--- src/rtl/pwm_ramp_ctrl.sv ---
// Duty-cycle ramp controller: walks DUTY toward a commanded target
// in fixed steps, one step every RATE+1 clocks.
module pwm_ramp_ctrl #(
  parameter int RATE_W = 16
) (
  input  logic              CLK,
  input  logic              RST,
  input  logic              CMD_VALID,
  output logic              CMD_READY,
  input  logic [7:0]        CMD_TARGET,
  input  logic [7:0]        CMD_STEP,
  input  logic [RATE_W-1:0] CMD_RATE,
  input  logic              ABORT,
  output logic [7:0]        DUTY,
  output logic              HOLD,
  output logic              BUSY,
  output logic              DONE,
  output logic              ABORTED,
  output logic [1:0]        STATE
);

  typedef enum logic [1:0] {
    IDLE = 2'b00,
    UP   = 2'b01,
    DOWN = 2'b10
  } state_e;

  state_e            state_q, state_d;
  logic [7:0]        duty_q, duty_d;
  logic              hold_q, hold_d;
  logic              done_q, done_d;
  logic              aborted_q, aborted_d;
  logic [RATE_W-1:0] presc_q, presc_d;
  logic [RATE_W-1:0] rate_q, rate_d;
  logic [7:0]        tgt_q, tgt_d;
  logic [7:0]        step_q, step_d;

  logic       accept;
  logic [7:0] up_gap, dn_gap;
  logic [7:0] up_nxt, dn_nxt;

  assign CMD_READY = (state_q == IDLE) && !ABORT;
  assign accept    = CMD_VALID && CMD_READY;

  // Gap compare clamps to the target, so the sum never wraps
  assign up_gap = tgt_q - duty_q;
  assign dn_gap = duty_q - tgt_q;
  assign up_nxt = (up_gap <= step_q) ? tgt_q : duty_q + step_q;
  assign dn_nxt = (dn_gap <= step_q) ? tgt_q : duty_q - step_q;

  always_comb begin
    state_d   = state_q;
    duty_d    = duty_q;
    done_d    = 1'b0;
    aborted_d = 1'b0;
    presc_d   = presc_q;
    rate_d    = rate_q;
    tgt_d     = tgt_q;
    step_d    = step_q;
    case (state_q)
      IDLE: begin
        if (accept) begin
          tgt_d   = CMD_TARGET;
          step_d  = (CMD_STEP == 8'd0) ? 8'd1 : CMD_STEP;
          rate_d  = CMD_RATE;
          presc_d = CMD_RATE;
          if (CMD_TARGET > duty_q) begin
            state_d = UP;
          end else if (CMD_TARGET < duty_q) begin
            state_d = DOWN;
          end else begin
            done_d = 1'b1;
          end
        end
      end
      UP, DOWN: begin
        if (ABORT) begin
          state_d   = IDLE;
          aborted_d = 1'b1;
        end else if (presc_q == '0) begin
          presc_d = rate_q;
          duty_d  = (state_q == UP) ? up_nxt : dn_nxt;
          if (duty_d == tgt_q) begin
            state_d = IDLE;
            done_d  = 1'b1;
          end
        end else begin
          presc_d = presc_q - 1'b1;
        end
      end
      default: state_d = IDLE;
    endcase
    hold_d = (duty_d == 8'd0);
  end

  always_ff @(posedge CLK or posedge RST) begin
    if (RST) begin
      state_q   <= IDLE;
      duty_q    <= 8'd0;
      hold_q    <= 1'b1;
      done_q    <= 1'b0;
      aborted_q <= 1'b0;
      presc_q   <= '0;
      rate_q    <= '0;
      tgt_q     <= 8'd0;
      step_q    <= 8'd0;
    end else begin
      state_q   <= state_d;
      duty_q    <= duty_d;
      hold_q    <= hold_d;
      done_q    <= done_d;
      aborted_q <= aborted_d;
      presc_q   <= presc_d;
      rate_q    <= rate_d;
      tgt_q     <= tgt_d;
      step_q    <= step_d;
    end
  end

  assign DUTY    = duty_q;
  assign HOLD    = hold_q;
  assign BUSY    = (state_q != IDLE);
  assign DONE    = done_q;
  assign ABORTED = aborted_q;
  assign STATE   = state_q;

endmodule

--- config.mk ---
export PLATFORM = sky130hd
export DESIGN_NAME = pwm_ramp_ctrl
export DESIGN_NICKNAME = d
export VERILOG_FILES = /design/src/rtl/pwm_ramp_ctrl.sv
export SDC_FILE = /design/constraint.sdc
export NUM_CORES = 1
export LEC_CHECK = 0
export CORE_UTILIZATION = 63
export CTS_CLUSTER_DIAMETER = 150
export DETAILED_ROUTE_END_ITERATION = 6
export PLACE_DENSITY = 0.84
export SETUP_SLACK_MARGIN = 0.3
export SLEW_MARGIN = 20
export SYNTH_ARGS = -nofsm -noshare
export SYNTH_HDL_FRONTEND = slang
export SYNTH_SLANG_ARGS = --single-unit
--- constraint.sdc ---
create_clock -name CLK -period 6.8 [get_ports CLK]
set_clock_uncertainty 0.2 [all_clocks]
set_input_delay 1.36 -clock CLK [delete_from_list [all_inputs] [get_ports CLK]]
set_output_delay 1.36 -clock CLK [all_outputs]
set_load 0.01 [all_outputs]
[Word-level counts from Yosys, hierarchy flattened]
Index checks and enable logic that the tools add are counted.
Operators by class
  add/sub/neg operators: 5
  magnitude comparators: 4
  equality and inequality tests: 8
  mux-type cells: 27
  reduce and logical (&&, ||, !) cells: 13
Operators with widths (number)
  $mux W8: 7
  $mux W16: 3
  $pmux W16 S2: 1
  $sub A8 B8 Y8: 3
  $le A8 B8 Y1: 2
  $logic_not A16 Y1: 1
  $logic_not A8 Y1: 2
  $sub A16 B1 Y16 const B: 1
  $mux W2: 6
  $add A8 B8 Y8: 1
  $eq A8 B8 Y1: 1
  $gt A8 B8 Y1: 1
  $lt A8 B8 Y1: 1
  $mux W1: 8
  $ne A3 B3 Y1 const B: 2
  $ne A2 B2 Y1 const B: 2
  $pmux W2 S2: 1
  $reduce_and A4 Y1: 1
  $reduce_bool A2 Y1: 2
  $ne A3 B1 Y1 const B: 1
  $reduce_and A3 Y1: 1
  $eq A2 B1 Y1 const B: 1
  $eq A2 B2 Y1 const B: 1
  $logic_and A1 B1 Y1: 2
  5 further kinds: 5
Storage, ports and cells
  register bits after elaboration: 61
  output and inout bits: 15
  word-level logic and storage cells: 66

[Depth between registers and ports, before layout]
Gate-level depths: netlist of run 1.
  word-level depth: 9
  gate-level depth with buffers: 19

[Least setup slack after synthesis of run 1]
Ideal clock, no wire load.
  kind: register to register
  start: reg duty_q[0], in the netlist DUTY[0]
  end: reg state_q[1], in the netlist STATE[1]
  arrival time: 4006 ps
  data required time: 6499 ps
  slack: 2493 ps
  stages on the path, launching flop included: 20
  period minus slack after synthesis: 4307 ps
  cells stage by stage: dfrtp_1 -> inv_1 -> ha_1 -> inv_1 -> fa_1 -> a21o_1 -> a21oi_1 -> o21bai_1 -> a21oi_1 -> xnor2_1 -> ha_1 -> nand4_1 -> nand2b_1 -> and3_1 -> or2_1 -> buf_2 -> a221o_1 -> a222oi_1 -> nand3_2 -> o311ai_2
On the way
  word-level cells in the longest chain between the ends: 7
RTL lines
  start, declared: line 29  | logic [7:0] duty_q, duty_d;
  start signal, assigned: line 109  | duty_q <= duty_d;
  $sub A8 B8 Y8 (on tied branches): line 47, 46
  $le A8 B8 Y1 (on tied branches): line 49, 48
  $mux W8 (on tied branches): line 49, 48
  $mux W8: line 82  | duty_d = (state_q == UP) ? up_nxt : dn_nxt;
  $eq A8 B8 Y1: line 83  | if (duty_d == tgt_q) begin
  $ne A3 B3 Y1 (no line)
  $reduce_and A4 Y1 (no line)
  end signal, assigned: line 108  | state_q <= state_d;
  end, declared: line 28  | state_e state_q, state_d;
Several ways; a longest one is shown, not always the timed one. The select of a mux whose other input is x is not followed.
A chain may end at the register's enable or synchronous reset.

[Final worst setup path of run 1]
  start: reg duty_q[1], in the netlist DUTY[1]
  end: reg state_q[1], in the netlist STATE[1]
The elaborated chain is that of the path after synthesis.

==> impl_metrics.csv, run 1 <==
group,metric,value,unit
place,place_area,5680,sq um
synthesis,async_reset_ff_share,100,%
layout,fin_nets,747,
die,placementRows,32,
layout,final_util,74.9,%
global_routing,grt_pass1_wl,22700,um
synthesis,synth_ff_type,"dfrtp_1",
global_routing,grt.total_usage,34.0,%
sta,clock.fmax,201,MHz
cts,cts.path.max_buffers,2,
sta,whs,276,ps
die,die_y,92.6,um
layout,antennaDiodeCount,0,
pwr,peakVddDrop,0.482,mV
drt,drt_pass1_iterations,5,
cts,cts_num_sinks,61,
synthesis,syn_avg_cell_area,8.39,sq um
drt,drc_errors,0,
drt,ant_nets,0,
place,port_buffers,50,
drt,viasPerCell,6.29,
drt,vias,4774,
cts,cts-resized-gates,0,
die,die_x,92.6,um
die,ios,51,
synthesis,synth_fp_nets,712,
synthesis,yosysWarnings,0,
synthesis,synth-seq-cells,61,
critical_path,cp.arrival,5030,ps
sta,final.period_utilization,73.2,%
critical_path,cp.required,6850,ps
run,drv_cap,0,
synthesis,synth-edff-count,0,
synthesis,synth_cells,617,
cts,cts-buffers-inserted,9,
cts,htreeDepth,3,
global_routing,overflow,0,
synthesis,yosysSeqAreaShare,29.5,%
place,gp_congestion,0.951,
die,core_area,7850,sq um
pwr,power_density,466,nW/um^2
synthesis,yosysMostFrequentCell,"nand2_1",
pwr,finalPower,2.74,mW
sta,tightestPinTransition,1060,ps
sta,slew_headroom,28.4,%
critical_path,start_kind,"flip-flop",
synthesis,syn-cell-area,5180,sq um
global_routing,grt_pass1_vias,4558,
sta,setup_violations,0,
layout,area_growth,13.5,%
layout,final_layout_size_suffix_gt1_share,5.78,%
pwr,p_leak,2.60,nW
critical_path,end_kind,"flip-flop",
sta,hold_viol_final,0,
cts,cts.root.buffer_cell,"clkbuf_8",
global_routing,antenna_found_initial,0,
status,outcome,"finished clean",
drt,wire_per_inst,18.1,um
synthesis,synth_top_area_share,29.0,%
cts,clkLatencyLatePin,350,ps
cts,cts_tree,"built",
cts,clk_pin_slew_worst_paths,80,ps
critical_path,path_max_fanout,10,
synthesis,yosysTopAreaCell,"dfrtp_1",
layout,design_area,5880,sq um
sta,period_minus_slack,4980,ps
global_routing,grt_max_degree,62,
synthesis,yosys.cell_types.count,71,
cts,cts_hold_buf,0,
place,hpwl,10200,um
synthesis,synthTopCellsByCount,"nand2_1, dfrtp_1, ha_1, o21ai_0, inv_1",
cts,post_cts_buffers,0,
die,die-area,8580,sq um
sta,finalSetupTns,0,ps
hold_path,min_path_type,"flip-flop to flip-flop",
drt,wl,13700,um
synthesis,synthTopCellsByArea,"dfrtp_1, ha_1, nand2_1, o21ai_0, xnor2_1",
sta,rsz0062_at_grt,"false",
critical_path,critPathKind,"flip-flop to flip-flop",
sta,finalMaxSlewViolations,0,
die,start_util,66.0,%
drt,drt-initial-drc-count,423,
==> layout make-up <==
cell class	count	area (sq um)
inverters	42	158
clock buffers	12	145
clock inverters	4	47.5
fillers	600	1970
flip-flops and latches	61	1530
well taps	102	128
repair buffers	52	515
multi-input cells	486	3350
==> state kept, by name (all words and copies together) (netlist names) <==
register,count
DONE,1
ABORTED,1
tgt_q,8
DUTY,8
step_q,8
rate_q,16
HOLD,1
presc_q,16
STATE,2
==> final timing paths <==
path	startpoint	end	slack (ps)	depth (start not counted)
max	DUTY[1]	STATE[1]	1820	15
min	rate_q[10]	rate_q[10]	280	2
max reg2reg	DUTY[1]	STATE[1]	1820	15
min reg2reg	rate_q[10]	rate_q[10]	280	2
max in group asynchronous	RST	presc_q[7]	4490	3
min in group asynchronous	RST	tgt_q[1]	1360	3
==> cell families (layout without fill, tap and decap cells) <==
kind of cell,count (synthesis),after routing,share of synthesized area [%]
xor+xnor,37,37,6.41
compound gates,162,162,20.5
mux,14,14,2.73
simple gates,214,214,20.4
buf+inv,70,110,5.68
fa+ha+maj,59,59,14.8
flops,61,61,29.5
==> routing by layer <==
layer  track usage, %  up-vias  share of wire (%)
met1             48.6     2264                 45
met5                0        -                  0
met2             50.9      217                 44
li1                 -     2260                  -
met3             6.24       33                7.7
met4             13.6        0                2.8
==> cells in the final DEF (no fill, tap or decap), types with 6 or more instances in the layout <==
master,count
nand2_1,95
dfrtp_1,60
ha_1,55
o21ai_0,51
clkdlybuf4s50_1,50
inv_1,41
nor2_1,31
a21oi_1,29
xnor2_1,24
mux2i_1,13
xor2_1,12
a21o_1,12
nand4_1,10
o211ai_1,10
clkbuf_8,10
or3_1,9
nand3_1,9
nor3_1,8
nor2b_1,8
nor4_1,7
a31oi_1,7
nand2b_1,7
o22ai_1,6
o31ai_1,6
==> critical path, stage by stage (launching register included) <==
cell and delay [ps]:
dfrtp_1 650, inv_1 140, ha_1 340, a21oi_1 190, o21bai_1 180, a221oi_1 380, xnor2_1 170, ha_1 280
a21oi_1 130, o21ai_0 120, and3_1 250, or2_1 390, a221o_1 380, a222oi_1 580, nand3_2 200, o311ai_2 280
==> metrics by stage <==
| step | worst slack (ps) | std cells |
|---|---|---|
| after detailed placement | 1960 | 743 |
| after global placement | 2120 | 743 |
| after floorplan | 2490 | 617 |
| final | 1820 | 759 |
| after global routing | 1420 | 759 |
| after CTS | 1890 | 759 |
==> report_power, final <==
| group | internal, mW | switching, mW |
|---|---|---|
| Sequential | 0.517 | 0.161 |
| Clock | 0.178 | 0.152 |
| Combinational | 0.717 | 1.01 |
| Total | 1.41 | 1.33 |
No activity file was read; power rests on OpenSTA's default activity.
==> run 2, diff against run 1 <==
--- a/config.mk
+++ b/config.mk
@@ -5,10 +5,10 @@
 export SDC_FILE = /design/constraint.sdc
 export NUM_CORES = 1
 export LEC_CHECK = 0
-export CORE_UTILIZATION = 63
+export CORE_UTILIZATION = 59
 export CTS_CLUSTER_DIAMETER = 150
 export DETAILED_ROUTE_END_ITERATION = 6
-export PLACE_DENSITY = 0.84
+export PLACE_DENSITY = 0.79
 export SETUP_SLACK_MARGIN = 0.3
 export SLEW_MARGIN = 20
 export SYNTH_ARGS = -nofsm -noshare
==> constraint.sdc (replaced) <==
create_clock -name CLK -period 5.02 [get_ports CLK]
set_clock_uncertainty 0.2 [all_clocks]
set_input_delay 1.004 -clock CLK [delete_from_list [all_inputs] [get_ports CLK]]
set_output_delay 1.004 -clock CLK [all_outputs]
set_load 0.01 [all_outputs]
==> run 2 against run 1 <==
- register-to-register slack worse by 1300 ps
- combinational power is 39% higher
- cell count is 1.2% higher
- total power is 39% higher
- critical path type unchanged
- critical endpoint unchanged
==> impl_metrics.csv, run 2 (synthesis gave the netlist of run 1 again) <==
group,metric,value,unit
critical_path,path_max_fanout,9,
critical_path,cp.required,5070,ps
layout,area_growth,15.5,%
sta,finalSetupTns,0,ps
sta,period_minus_slack,4510,ps
drt,wire_per_inst,17.4,um
layout,final_cell_mix,"nand2_1, dfrtp_1, ha_1, o21ai_0, clkdlybuf4s50_1",
global_routing,grt_max_degree,47,
pwr,power_density,638,nW/um^2
cts,cts_num_sinks,61,
global_routing,met3_usage,5.42,%
pwr,finalPower,3.82,mW
cts,cts-buffers-inserted,9,
cts,clk_pin_slew_worst_paths,70,ps
pwr,p_leak,2.64,nW
run,drv_cap,0,
die,die_y,95.7,um
hold_path,min_path_type,"flip-flop to flip-flop",
layout,antennaDiodeCount,0,
drt,viasPerCell,6.14,
sta,finalMaxSlewViolations,0,
cts,cts.path.max_buffers,2,
place,gp_congestion,0.890,
hold_path,hold_start,"rate_q[14]",
sta,whs,273,ps
status,outcome,"finished clean",
die,die-area,9150,sq um
sta,setup_violations,0,
layout,reg_top3,"presc_q: 16 flops, rate_q: 16 flops",
cts,cts_tree,"built",
critical_path,start_kind,"flip-flop",
layout,fin_nets,753,
global_routing,grt_pass1_wl,21300,um
global_routing,overflow,0,
critical_path,worstRegToRegCells,19,
pwr,peakVddDrop,0.386,mV
drt,vias,4716,
hold_path,hold-path-endpoint,"rate_q[14]",
critical_path,rrSetupSlack,510,ps
die,start_util,62.1,%
global_routing,met1_usage,39.0,%
global_routing,use_met2,53.0,%
global_routing,grt_pass1_vias,4321,
critical_path,r2r_start,"DUTY[0]",
drt,ant_nets,0,
global_routing,grt.total_usage,30.8,%
critical_path,critPathKind,"flip-flop to flip-flop",
sta,clock.fmax,221,MHz
drt,drt_pass1_iterations,6,
layout,regArea,1530,sq um
layout,layout_commonest_cell,"nand2_1",
global_routing,antenna_found_initial,0,
die,placementRows,33,
die,core_area,8340,sq um
cts,cts.root.buffer_cell,"clkbuf_8",
drt,drc_errors,0,
sta,final.period_utilization,89.9,%
sta,rsz0062_at_grt,"false",
sta,tightestPinTransition,1100,ps
critical_path,end_kind,"flip-flop",
critical_path,cp.arrival,4560,ps
die,ios,51,
global_routing,top_usage_layer,"met2",
sta,slew_headroom,26.0,%
die,die_x,95.7,um
hold_path,holdPathStages,2,
layout,multi_input_area,3370,sq um
cts,htreeDepth,3,
cts,cts_hold_buf,0,
place,hpwl,10100,um
layout,final_layout_size_suffix_gt1_share,7.84,%
drt,wl,13300,um
drt,drt-initial-drc-count,395,
place,port_buffers,50,
cts,clkLatencyLatePin,340,ps
layout,fillerInstances,673,
sta,hold_viol_final,0,
critical_path,reg2reg_to,"STATE[1]",
-- run 2: worst max-delay path, stage by stage (launching register included) --
cell and delay (ps):
dfrtp_2 450, inv_1 90, ha_1 160, inv_1 60, fa_1 400, a21o_1 210
a21oi_2 170, o21bai_1 80, a21oi_1 190, xnor2_1 90, ha_1 310, nand4_1 110
nand2b_1 150, and3_2 230, or2_4 310, a221o_1 330, a222oi_1 340, buf_4 200
nand3_2 80, o311ai_2 260
-- run 2: layout make-up --
class,instances,area share [%]
multi-input combinational,486,56.4
sequential,61,25.6
timing repair buffer,58,9.37
clock buffer,13,2.66
inverter,42,2.66
tap,105,2.20
clock inverter,3,1.13
-- run 2: through the flow --
step                setup WS, ps  std cells  utilization, %  instance area [sq um]
global placement             382        750            68.5                   5720
detailed placement           278        750            68.5                   5720
CTS                          343        767            71.4                   5950
global route                 313        768            71.7                   5980
finish                       505        768            71.7                   5980
floorplan                    713        617               -                   5180
-- run 2: worst max path at each step --
| stage | cells past startpoint | start | to |
|---|---|---|---|
| global route | 19 | DUTY[0] | STATE[1] |
| CTS | 18 | tgt_q[0] | HOLD |
| global placement | 18 | DUTY[0] | STATE[1] |
| detailed placement | 18 | DUTY[0] | STATE[1] |
| floorplan | 19 | DUTY[0] | STATE[1] |
| finish | 19 | DUTY[0] | STATE[1] |
-- run 2: what timing repair did --
action,CTS,global route
setup buffers,1,1
cloned,0,0
endpoints found under the hold margin,0,0
endpoints found under the setup margin,2,4
resized for setup,2,6
pin swaps,1,2
-- run 2: where the power goes --
group | internal, mW | switching (mW) | total, mW
clock | 0.307 | 0.196 | 0.503
combinational | 1.02 | 1.38 | 2.40
sequential | 0.700 | 0.211 | 0.911
-- run 2: per-layer routing --
metal	wire length (um)	vias to the layer above	share of wire [%]
met5	0	-	0
met4	302	0	2.3
li1	-	2270	-
met2	6780	145	51
met3	596	30	4.5
met1	5650	2271	42
==> run 3, diff against run 2 <==
--- a/config.mk
+++ b/config.mk
@@ -7,8 +7,9 @@
 export LEC_CHECK = 0
 export CORE_UTILIZATION = 59
 export CTS_CLUSTER_DIAMETER = 150
+export CTS_CLUSTER_SIZE = 24
 export DETAILED_ROUTE_END_ITERATION = 6
-export PLACE_DENSITY = 0.79
+export PLACE_DENSITY = 0.93
 export SETUP_SLACK_MARGIN = 0.3
 export SLEW_MARGIN = 20
 export SYNTH_ARGS = -nofsm -noshare
==> run 3 against run 2 <==
- hold slack better by 3.1 ps
- first-iteration DRC count down 11%
- fmax down 1.1%
- non-clock buffer count up 1
- global-route usage up 3.6 points
- sequential power up 2.4%
- core utilization up 0.21 points
- setup slack worse by 49 ps
- register-to-register slack worse by 50 ps
- routed wire length up 11%
==> impl_metrics.csv, run 3 (synthesis gave the netlist of run 1 again) <==
group,metric,value,unit
pwr,p_leak,2.65,nW
die,placementRows,33,
cts,clk_pin_slew_worst_paths,70,ps
cts,htreeDepth,3,
critical_path,start_kind,"flip-flop",
layout,final_cell_mix,"nand2_1, dfrtp_1, ha_1, o21ai_0, clkdlybuf4s50_1",
place,port_buffers,50,
place,gp_congestion,1.05,
sta,finalMaxSlewViolations,0,
sta,finalSetupTns,0,ps
critical_path,path_max_fanout,9,
global_routing,antenna_found_initial,0,
critical_path,path_cells,"inv_1 -> ha_1 -> inv_1 -> fa_1 -> a21o_1 -> a21oi_2 -> o21bai_1 -> a21oi_1 -> xnor2_1 -> ha_1 -> nand4_1 -> or3_1 -> a21oi_1 -> or2_4 -> nor2_1 -> a221oi_1 -> a22oi_1 -> nor4_2",
critical_path,cpMaxStageDelayCell,"dfrtp_2",
global_routing,grt_pass1_vias,4874,
cts,cts.path.max_buffers,2,
drt,vias,4930,
global_routing,grt_max_degree,54,
pwr,power_density,649,nW/um^2
cts,cts_hold_buf,0,
cts,cts.root.buffer_cell,"clkbuf_8",
layout,layout_commonest_cell,"nand2_1",
layout,reg_top3,"presc_q: 16 flops, rate_q: 16 flops",
critical_path,end_kind,"flip-flop",
drt,wl,14800,um
die,die-area,9150,sq um
cts,cts_num_sinks,61,
cts,cts_tree,"built",
drt,viasPerCell,6.41,
drt,drc_errors,0,
sta,final.period_utilization,90.9,%
cts,clkLatencyLatePin,350,ps
sta,setup_violations,0,
critical_path,rrSetupSlack,460,ps
cts,cts-buffers-inserted,9,
layout,final_layout_size_suffix_gt1_share,8.28,%
critical_path,cp.required,5090,ps
critical_path,cp.arrival,4630,ps
sta,slew_headroom,39.6,%
sta,tightestPinTransition,901,ps
drt,drt-initial-drc-count,351,
drt,wire_per_inst,19.3,um
sta,hold_viol_final,0,
place,hpwl,11000,um
sta,rsz0062_at_grt,"false",
drt,ant_nets,0,
layout,area_growth,15.9,%
critical_path,critical_path.max_stage_delay,460,ps
global_routing,grt.total_usage,34.5,%
pwr,peakVddDrop,0.313,mV
die,die_y,95.7,um
global_routing,overflow,0,
global_routing,grt_pass1_wl,23700,um
critical_path,critPathKind,"flip-flop to flip-flop",
hold_path,min_path_type,"flip-flop to flip-flop",
die,die_x,95.7,um
sta,clock.fmax,219,MHz
die,start_util,62.1,%
status,outcome,"finished clean",
sta,period_minus_slack,4560,ps
die,ios,51,
layout,antennaDiodeCount,0,
layout,final_util,71.9,%
layout,fin_nets,754,
run,drv_cap,0,
drt,drt_pass1_iterations,5,
die,core_area,8340,sq um
-- run 3: area by class of cell --
type	instances	area, sq um
fill	632	2340
timing repair buffer	59	568
tap	105	131
clock inverter	5	82.6
multi-input combinational	486	3380
sequential	61	1530
inverter	42	158
clock buffer	11	151
-- run 3: worst paths after layout --
kind,from,to,depth (start not counted)
max,DUTY[0],HOLD,18
min,rate_q[11],rate_q[11],2
max reg2reg,DUTY[0],HOLD,18
min reg2reg,rate_q[11],rate_q[11],2
max in group asynchronous,RST,DUTY[1],3
min in group asynchronous,RST,rate_q[1],2
-- run 3: report_power, final --
group	internal, mW	switching, mW
clock network	0.306	0.208
logic	1.02	1.42
registers	0.700	0.233
-- run 3: timing repair --
item | CTS | global route
pin swaps | 1 | 1
endpoints found under the setup margin | 1 | 4
gates resized for setup | 0 | 7
buffers inserted | 0 | 1
-- run 3: critical path: cells and delay by family, from the launching register on --
family                     cells  cell delay, ps
DFF                            1             460
adders and majority gates      3             860
buffers and inverters          2             170
and+or+nand+nor                5            1150
xor gates and xnor gates       1             110
AOI/OAI and AO/OA              7            1530
-- run 3: through the flow --
| step | power (mW) | hold slack, ps | area [sq um] | cells | setup WS [ps] |
|---|---|---|---|---|---|
| final | 3.89 | 276 | 6000 | 769 | 456 |
| after global routing | 4.16 | 291 | 6000 | 769 | 321 |
| after CTS | 3.77 | 276 | 5970 | 768 | 310 |
| after detailed placement | 3.23 | 259 | 5730 | 752 | 316 |
| after global placement | 3.10 | 256 | 5730 | 752 | 499 |
| after floorplan | 2.63 | 240 | 5180 | 617 | 713 |
-- run 3: per-layer routing --
metal	track usage [%]	vias to the layer above	wire length (um)
li1	-	2268	-
met1	39.1	2345	5700
met2	62.0	261	7640
met3	6.46	56	987
met4	16.4	0	505
met5	0	-	0
